`src/rtl/mem_stage.sv`:
```
`default_nettype none
// ============================================================================
// Module   : mem_stage
// Purpose  : Memory-access pipeline stage of the LoongArch CPU. Holds one
//            instruction from execute, waits for the data-SRAM response of a
//            load/store, aligns and extends load data, and hands the result
//            plus the exception bundle to write-back. Responses belonging to
//            instructions killed by a write-back flush are counted and dropped.
// Ports    : clk, rst                  - clock, synchronous active-high reset
//            EX_to_MEM, EX_to_MEM_zip  - instruction offered by execute
//            EX_except_zip             - exception bundle from execute
//            MEM_allowin               - stage can accept an instruction
//            data_sram_data_ok/_rdata  - data-SRAM response (in order)
//            WB_allowin, flush         - write-back ready / pipeline flush
//            MEM_to_WB, MEM_to_WB_zip  - payload transfer to write-back
//            MEM_except_zip            - registered exception bundle
//            MEM_fwd_*                 - forwarding info for the decode stage
// Revision : 1.0 - initial release
// ============================================================================
module mem_stage (
  input  logic         clk,
  input  logic         rst,
  input  logic         EX_to_MEM,
  input  logic [191:0] EX_to_MEM_zip,
  input  logic [46:0]  EX_except_zip,
  output logic         MEM_allowin,
  input  logic         data_sram_data_ok,
  input  logic [31:0]  data_sram_rdata,
  input  logic         WB_allowin,
  input  logic         flush,
  output logic         MEM_to_WB,
  output logic [186:0] MEM_to_WB_zip,
  output logic [46:0]  MEM_except_zip,
  output logic         MEM_fwd_we,
  output logic [4:0]   MEM_fwd_waddr,
  output logic [31:0]  MEM_fwd_wdata,
  output logic         MEM_fwd_block
);

  typedef enum logic [1:0] {
    S_EMPTY = 2'd0,
    S_WAIT  = 2'd1,
    S_READY = 2'd2
  } state_t;

  localparam logic [2:0] LD_W  = 3'd0;
  localparam logic [2:0] LD_B  = 3'd1;
  localparam logic [2:0] LD_BU = 3'd2;
  localparam logic [2:0] LD_H  = 3'd3;
  localparam logic [2:0] LD_HU = 3'd4;

  // Registered state
  state_t      r_state;
  logic        r_valid;
  logic [1:0]  r_discard_cnt;
  logic [63:0] r_pc_ir;          // {pc, IR}
  logic        r_gr_we;
  logic [4:0]  r_waddr;
  logic [31:0] r_alu;
  logic        r_res_from_mem;
  logic [2:0]  r_ld_type;
  logic [83:0] r_tail;           // {tlb flags[4], csr_re, csr_we, wmask, wvalue, num}
  logic [46:0] r_except;
  logic [31:0] r_rdata;

  // Handshake logic
  logic        w_resp_take;
  logic        w_ready;
  logic        w_allowin;
  logic        w_accept;
  logic        w_to_wb;
  logic        w_in_mem_req;
  logic        w_disc_inc;
  logic        w_disc_dec;

  // A response is consumed only when no stale responses are still owed.
  assign w_resp_take  = data_sram_data_ok & (r_discard_cnt == 2'd0);
  assign w_ready      = (r_state == S_READY) | ((r_state == S_WAIT) & w_resp_take);
  assign w_allowin    = ~r_valid | (w_ready & WB_allowin);
  assign w_accept     = EX_to_MEM & w_allowin;
  assign w_to_wb      = r_valid & w_ready & WB_allowin & ~flush;
  assign w_in_mem_req = EX_to_MEM_zip[84];

  // A flush orphans the outstanding request of the instruction in WAIT
  // (unless its response is arriving right now) or of one entering this cycle.
  assign w_disc_inc = flush & (((r_state == S_WAIT) & ~w_resp_take) |
                               (w_accept & w_in_mem_req));
  assign w_disc_dec = data_sram_data_ok & (r_discard_cnt != 2'd0);

  // The valid bit of the incoming bundle is redundant with EX_to_MEM.
  logic w_unused_in_valid;
  assign w_unused_in_valid = EX_to_MEM_zip[191];

  always_ff @(posedge clk) begin
    if (rst) begin
      r_state        <= S_EMPTY;
      r_valid        <= 1'b0;
      r_discard_cnt  <= 2'd0;
      r_pc_ir        <= '0;
      r_gr_we        <= 1'b0;
      r_waddr        <= '0;
      r_alu          <= '0;
      r_res_from_mem <= 1'b0;
      r_ld_type      <= '0;
      r_tail         <= '0;
      r_except       <= '0;
      r_rdata        <= '0;
    end else begin
      if (w_accept) begin
        r_pc_ir        <= EX_to_MEM_zip[190:127];
        r_gr_we        <= EX_to_MEM_zip[126];
        r_waddr        <= EX_to_MEM_zip[125:121];
        r_alu          <= EX_to_MEM_zip[120:89];
        r_res_from_mem <= EX_to_MEM_zip[88];
        r_ld_type      <= EX_to_MEM_zip[87:85];
        r_tail         <= EX_to_MEM_zip[83:0];
        r_except       <= EX_except_zip;
      end

      // Latch the response once; later data_ok pulses in READY are ignored,
      // so a stalled result survives until write-back takes it.
      if ((r_state == S_WAIT) & w_resp_take) begin
        r_rdata <= data_sram_rdata;
      end

      if (flush) begin
        r_valid <= 1'b0;
        r_state <= S_EMPTY;
      end else if (w_accept) begin
        r_valid <= 1'b1;
        r_state <= w_in_mem_req ? S_WAIT : S_READY;
      end else if (w_to_wb) begin
        r_valid <= 1'b0;
        r_state <= S_EMPTY;
      end else if ((r_state == S_WAIT) & w_resp_take) begin
        r_state <= S_READY;
      end

      case ({w_disc_inc, w_disc_dec})
        2'b10: begin
          if (r_discard_cnt != 2'd3) begin
            r_discard_cnt <= r_discard_cnt + 2'd1;
          end
        end
        2'b01: r_discard_cnt <= r_discard_cnt - 2'd1;
        default: r_discard_cnt <= r_discard_cnt;
      endcase
    end
  end

  // Load data: bypass the SRAM bus in the arrival cycle, else the hold reg.
  logic [31:0] w_ld_word;
  logic [7:0]  w_ld_byte;
  logic [15:0] w_ld_half;
  logic [31:0] w_ld_aligned;
  logic [31:0] w_rf_wdata;

  assign w_ld_word = (r_state == S_READY) ? r_rdata : data_sram_rdata;

  always_comb begin
    w_ld_byte = w_ld_word[7:0];
    case (r_alu[1:0])
      2'd0: w_ld_byte = w_ld_word[7:0];
      2'd1: w_ld_byte = w_ld_word[15:8];
      2'd2: w_ld_byte = w_ld_word[23:16];
      2'd3: w_ld_byte = w_ld_word[31:24];
      default: w_ld_byte = w_ld_word[7:0];
    endcase
    w_ld_half = r_alu[1] ? w_ld_word[31:16] : w_ld_word[15:0];

    w_ld_aligned = w_ld_word;
    case (r_ld_type)
      LD_W:    w_ld_aligned = w_ld_word;
      LD_B:    w_ld_aligned = {{24{w_ld_byte[7]}}, w_ld_byte};
      LD_BU:   w_ld_aligned = {24'd0, w_ld_byte};
      LD_H:    w_ld_aligned = {{16{w_ld_half[15]}}, w_ld_half};
      LD_HU:   w_ld_aligned = {16'd0, w_ld_half};
      default: w_ld_aligned = w_ld_word;
    endcase
  end

  assign w_rf_wdata = r_res_from_mem ? w_ld_aligned : r_alu;

  assign MEM_allowin    = w_allowin;
  assign MEM_to_WB      = w_to_wb;
  assign MEM_to_WB_zip  = {r_valid, r_pc_ir, r_gr_we, r_waddr, w_rf_wdata, r_tail};
  assign MEM_except_zip = r_except;
  assign MEM_fwd_we     = r_valid & r_gr_we;
  assign MEM_fwd_waddr  = r_waddr;
  assign MEM_fwd_wdata  = w_rf_wdata;
  // CSR reads resolve in write-back, so they block forwarding like a pending load.
  assign MEM_fwd_block  = r_valid & (~w_ready | r_tail[79]);

endmodule
`default_nettype wire

```
`config.mk`:
```
export PLATFORM = sky130hd
export DESIGN_NAME = mem_stage
export DESIGN_NICKNAME = d
export VERILOG_FILES = /design/src/rtl/mem_stage.sv
export SDC_FILE = /design/constraint.sdc
export NUM_CORES = 1
export LEC_CHECK = 0
export BUFFER_PORTS_ARGS = -buffer_cell sky130_fd_sc_hd__buf_2
export CORE_AREA = 2 2 214 216
export DETAILED_ROUTE_END_ITERATION = 10
export DIE_AREA = 0 0 216 218
export PLACE_DENSITY = 0.6
export SYNTH_ARGS = -nofsm -noshare
export SYNTH_HDL_FRONTEND = slang
export SYNTH_SLANG_ARGS = --single-unit
```
`constraint.sdc`:
```
create_clock -name clk -period 2.6 [get_ports clk]
set_input_delay 0.13 -clock clk [delete_from_list [all_inputs] [get_ports clk]]
set_output_delay 0.13 -clock clk [all_outputs]
set_load 0.005 [all_outputs]
```
==> results.cfg, run 1 <==
[outcome]
outcome = finished, violations left
violations = setup timing

[clock_tree]
htree_levels = 2
clk_pin_slew_ps = 50
cts_tree = built
clkLatencyLatePin_ps = 540
clockRootBuffer = clkbuf_16
clock_tree.buffer_depth = 3
cts_buffers = 34
clock_sinks = 274

[global_routing]
grt_pass1_wl_um = 74400
overflow = 0
antenna_found_initial = 2
first_global_vias = 13800
grt_max_degree = 168
track_usage = 0.195

[critical_path]
cp_slowest_cell = mux4_2
crit_type = reg2out
crit_family = simple AND/OR/NAND/NOR gates
cp_slowest_stage_delay_ps = 500
path_max_fanout = 6
crit_buf_inv = 2
critPathCaptureType = primary output
crit_required_ps = 2470
arrival_ps = 2520
crit_chain = nor2b_4 > mux4_2 > or3b_4 > buf_12 > o211ai_2 > o21a_1 > buf_2
critPathLaunchType = flop
r2r_slack_ps = 280

[synthesis]
syn-num-nets = 1779
syn_area_per_cell_um2 = 8.99
synth_most_common_cell = dfxtp_1
synthTopCellsByArea = dfxtp_1 (41%), o21a_1 (14%), a21boi_0 (13%), and3_1 (11%), clkbuf_1 (3.8%)
netlist_area_mm2 = 0.0135
synth_edf_count = 0
synth_top_area_share = 0.406
ys_warn_count = 0
seq_area_frac_synth = 0.406
synth_area_leader_cell = dfxtp_1
async_reset_ff_frac = 0
synth_flop_cell = dfxtp_1
syn_inst = 1502
ys_ff_latch = 274
synth_commonest_cells = dfxtp_1 (274), o21a_1 (253), and3_1 (238), a21boi_0 (235), clkbuf_1 (135)
ys_types = 51

[hold_path]
hold_class = in2reg

[die]
start_util = 0.301
coreArea_mm2 = 0.0449
die_x_um = 216
dieArea_mm2 = 0.0471
die_h_um = 218
io_pins = 552
num_rows = 78

[detailed_routing]
highest_layer = met4
vias = 13900
wirelength_um = 49500
ant_nets = 0
avgRoutedWirePerCell_um = 17.4
drtIter0Drc = 635
routed-wl-met2_um = 24700
drcViolationCount = 0
drt-pass1-iter-count = 5
dr_wl_met3_um = 2830
wl_met1_um = 20400
viasPerCell = 4.87

[timing]
setup_violations = 20
fmax_mhz = 377
min_period_over_period = 1.02
maxSlewHeadroom = 0.615
tightest_slew_ps = 577
rsz0062_at_grt = yes
finalClockSkew_ps = 27.6
hold_viol = 0
setup_slack_ps = -49.5
worst_hold_slack_ps = 78.6
period_minus_slack_ps = 2650
slew_violations = 0

[layout]
area_delta_synth_final_pct = 53.2
multi_input_area_mm2 = 0.00717
drive_above_1_share = 0.319
seq_area_mm2 = 0.00550
fillers = 4226
final_nets = 2498

[place]
hpwl_um = 32500
portBuffers = 550
place_congestion = 0.855

[power]
cellPowerDensity_mw_per_mm2 = 543
total_power_uw = 11200
vdd_drop_max_uv = 445
power.leakage_uw = 0.00969

[flow_run]
cap_violations = 0
-- sequential cells by signal (all words and copies together) (netlist names) --
| register | flops |
|---|---|
| r_tail | 84 |
| r_pc_ir | 64 |
| MEM_except_zip | 47 |
| r_alu | 32 |
| r_rdata | 32 |
| MEM_fwd_waddr | 5 |
| r_ld_type | 3 |
| r_discard_cnt | 2 |
| r_state | 2 |
| r_gr_we | 1 |
| r_res_from_mem | 1 |
| r_valid | 1 |
-- final cells by class --
cell class | count | share of cell area
Antenna cell | 2 | 0.000242
Clock buffer | 47 | 0.0454
Clock inverter | 14 | 0.00575
Inverter | 8 | 0.00200
Multi-Input combinational cell | 1015 | 0.347
Sequential cell | 274 | 0.266
Tap cell | 600 | 0.0363
Timing Repair Buffer | 888 | 0.297
-- report_power, final --
group | switching [uW] | internal, uW
registers | 121 | 4430
logic | 970 | 1150
clock network | 1920 | 2650
-- logic make-up after synthesis --
logic type / after synthesis / synth area share
AO/OA/AOI/OAI: 619 / 0.337
XOR/XNOR: 3 / 0.00195
buffers and inverters: 213 / 0.0738
flip-flops: 274 / 0.406
multiplexers: 39 / 0.0310
AND/OR/NAND/NOR: 354 / 0.150
-- timing repair --
action,in CTS,in global routing
pin swaps,2,9
gates cloned,0,3
hold buffers,272,0
hold endpoints to repair,273,0
endpoints found under the setup margin,64,65
buffers inserted,9,7
gates resized for setup,24,31
-- metrics by stage --
stage          cells   util  setup WS (ps)  TNS [ps]  instance area, um^2
6_report        2848  0.461          -49.5      -323                20700
5_1_grt         2848  0.461           -172     -4450                20700
4_1_cts         2836  0.456          -87.5     -1820                20500
3_5_place_dp    2494  0.368            130         0                16500
3_3_place_gp    2494  0.368            158         0                16500
2_1_floorplan   1502      -            348         0                13500
-- final timing paths --
path | from | end | depth (start not counted)
hold reg to reg | r_rdata[8]$_SDFFE_PP0P_ | r_rdata[8]$_SDFFE_PP0P_ | 2
setup reg to reg | r_state[1]$_SDFFE_PP0P_ | MEM_except_zip[17]$_SDFFE_PP0P_ | 7
hold / removal | EX_to_MEM | r_state[0]$_SDFFE_PP0P_ | 3
setup / recovery | r_state[1]$_SDFFE_PP0P_ | MEM_fwd_wdata[30] | 7
-- routing by layer --
metal,GRT usage,vias to the layer above
li1,-,6800
met2,0.348,445
met1,0.227,6532
met4,0.0813,0
met3,0.0418,87
met5,0,-
-- worst register-to-register path, stage by stage, from the launching register on --
cell	delay [ps]
dfxtp_4	340
buf_4	150
nor2b_1	210
a21oi_1	210
o21ai_4	380
buf_12	370
a21boi_0	350
o21a_1	230
-- cell usage in the layout (no fill, tap or decap), types with 5 or more instances in the layout --
cell	count
inv_1	6
o21ai_0	9
o22ai_1	7
dfxtp_1	268
buf_2	550
mux2i_2	6
mux2i_1	26
dlygate4sd3_1	272
o211ai_2	9
o21a_1	253
and3_1	237
clkbuf_1	9
o221ai_2	5
nand2_1	73
o211ai_1	8
buf_12	9
o22a_1	14
a21oi_1	53
and2_1	5
buf_6	9
a21boi_0	235
clkbuf_16	35
clkinv_2	8
a31oi_1	6
buf_4	45
nor2_1	16
Note: power is estimated with default switching activity, not from simulation.
==> run 2, diff against run 1 <==
==> constraint.sdc (replaced) <==
create_clock -name clk -period 2.6 [get_ports clk]
set_input_delay 0.52 -clock clk [delete_from_list [all_inputs] [get_ports clk]]
set_output_delay 0.52 -clock clk [all_outputs]
set_load 0.005 [all_outputs]
==> results.cfg, run 2 (same netlist as run 1, synthesis figures left out) <==
[critical_path]
crit_buf_inv = 2
critPathCaptureType = primary output
crit_required_ps = 2080
crit_family = multiplexers
arrival_ps = 2490
timing.rr.end = r_pc_ir[36]$_SDFFE_PP0P_
critPathLaunchType = flop
crit_chain = mux2i_1 > mux4_2 > or3b_4 > buf_6 > o211ai_2 > o21a_1 > buf_2
r2r-start = r_state[1]$_SDFFE_PP0P_
reg2regPathDepth = 11
cp_slowest_stage_delay_ps = 470
cp.depth = 7
r2r_slack_ps = 250
crit_type = reg2out
path_max_fanout = 7
cp_slowest_cell = mux4_2

[detailed_routing]
dr_wl_met3_um = 3800
routed-wl-met2_um = 24300
drcViolationCount = 0
drt-pass1-iter-count = 5
wl_met1_um = 19400
drtIter0Drc = 810
ant_nets = 0
avgRoutedWirePerCell_um = 19.0
wirelength_um = 49400
viasPerCell = 5.05
highest_layer = met5
vias = 13100

[place]
hpwl_um = 34500
place_congestion = 0.911
dp_cells = 2513
portBuffers = 550

[timing]
maxSlewHeadroom = 0.655
slew_violations = 0
setup_violations = 64
period_minus_slack_ps = 3010
tightest_slew_ps = 517
worst_hold_slack_ps = 249
min_period_over_period = 1.16
finalClockSkew_ps = 11.1
hold_viol = 0
setup_slack_ps = -412
fmax_mhz = 332
rsz0062_at_grt = yes

[hold_path]
holdCritStartpoint = flush
hold_class = in2reg
min_delay_path_depth = 2
hold_path_end = r_valid$_SDFFE_PP0P_

[outcome]
outcome = finished, violations left
violations = setup timing

[power]
intPower_uw = 8240
vdd_drop_max_uv = 443
combPwrFrac = 0.175
clock_power_share = 0.417
switching_share = 0.262
pwr-share-seq = 0.408
cellPowerDensity_mw_per_mm2 = 593
p_sw_uw = 2920
power.leakage_uw = 0.00879

[global_routing]
first_global_vias = 12900
overflow = 0
track_usage = 0.201
grt_max_degree = 113
grt_pass1_wl_um = 74600
antenna_found_initial = 14

[clock_tree]
clock_tree.buffer_depth = 3
clock_sinks = 274
hold_buffers = 0
cts_tree = built
clkLatencyLatePin_ps = 530
clk_pin_slew_ps = 50
clockRootBuffer = clkbuf_16
cts_buffers = 34
htree_levels = 2

[die]
start_util = 0.301
num_rows = 78
die_x_um = 216
coreArea_mm2 = 0.0449
dieArea_mm2 = 0.0471
die_h_um = 218
io_pins = 552

[layout]
final_nets = 2258
area_delta_synth_final_pct = 39.5
final_cell_mix = buf_2 (549), dfxtp_1 (268), o21a_1 (253), and3_1 (237), a21boi_0 (235)
mostFrequentLayoutCell = buf_2
layoutNonFillerInstCount = 2602
drive_above_1_share = 0.391
largest_reg_flops = 84
top_register = r_tail

[flow_run]
cap_violations = 0
run 2: final cells by class:
class                      count  area, um^2
clock buffer                  49         988
clock inverter                 4        73.8
tap                          600         751
fill                        4508       26100
timing repair buffer         648        3880
sequential                   274        5500
multi-input combinational   1015        7600
antenna                        4        10.0
inverter                       8        37.5
run 2: routing by layer:
layer	track usage	up-vias
met5	0	-
met4	0.0881	12
met3	0.0590	119
met2	0.345	501
met1	0.232	6185
li1	-	6312
run 2: power groups by stage:
stage | clock network, uW | logic [uW] | registers [uW]
global route | 4950 | 2130 | 4580
detailed placement | 0 | 1740 | 4640
global placement | 0 | 1710 | 4630
floorplan | 0 | 985 | 4630
CTS | 4770 | 1910 | 4550
finish | 4650 | 1950 | 4560
run 2: timing repair:
item                       4_1_cts  5_1_grt
cloned                           5        0
setup endpoints to repair       65       92
gates resized for setup        102       51
pin swaps                       26       26
buffers inserted                28        4
run 2: worst max-delay path by stage:
stage	slack [ps]	endpoint	startpoint
2_1_floorplan	50	MEM_to_WB_zip[103]	r_state[1]$_SDFFE_PP0P_
3_5_place_dp	-180	MEM_fwd_wdata[24]	data_sram_rdata[23]
5_1_grt	-530	MEM_to_WB_zip[108]	r_state[1]$_SDFFE_PP0P_
6_report	-410	MEM_fwd_wdata[24]	r_rdata[23]$_SDFFE_PP0P_
4_1_cts	-460	MEM_fwd_wdata[24]	r_state[1]$_SDFFE_PP0P_
3_3_place_gp	-140	MEM_to_WB_zip[108]	data_sram_rdata[23]
run 2: stage by stage:
step	utilization	instance area, um^2	setup WS (ps)	setup TNS [ps]	total power, uW
floorplan	-	13500	47.5	0	5620
global placement	0.373	16700	-139	-2510	6340
detailed placement	0.373	16700	-184	-3740	6370
CTS	0.414	18600	-459	-23770	11200
global route	0.419	18800	-532	-24580	11700
finish	0.419	18800	-412	-18670	11200
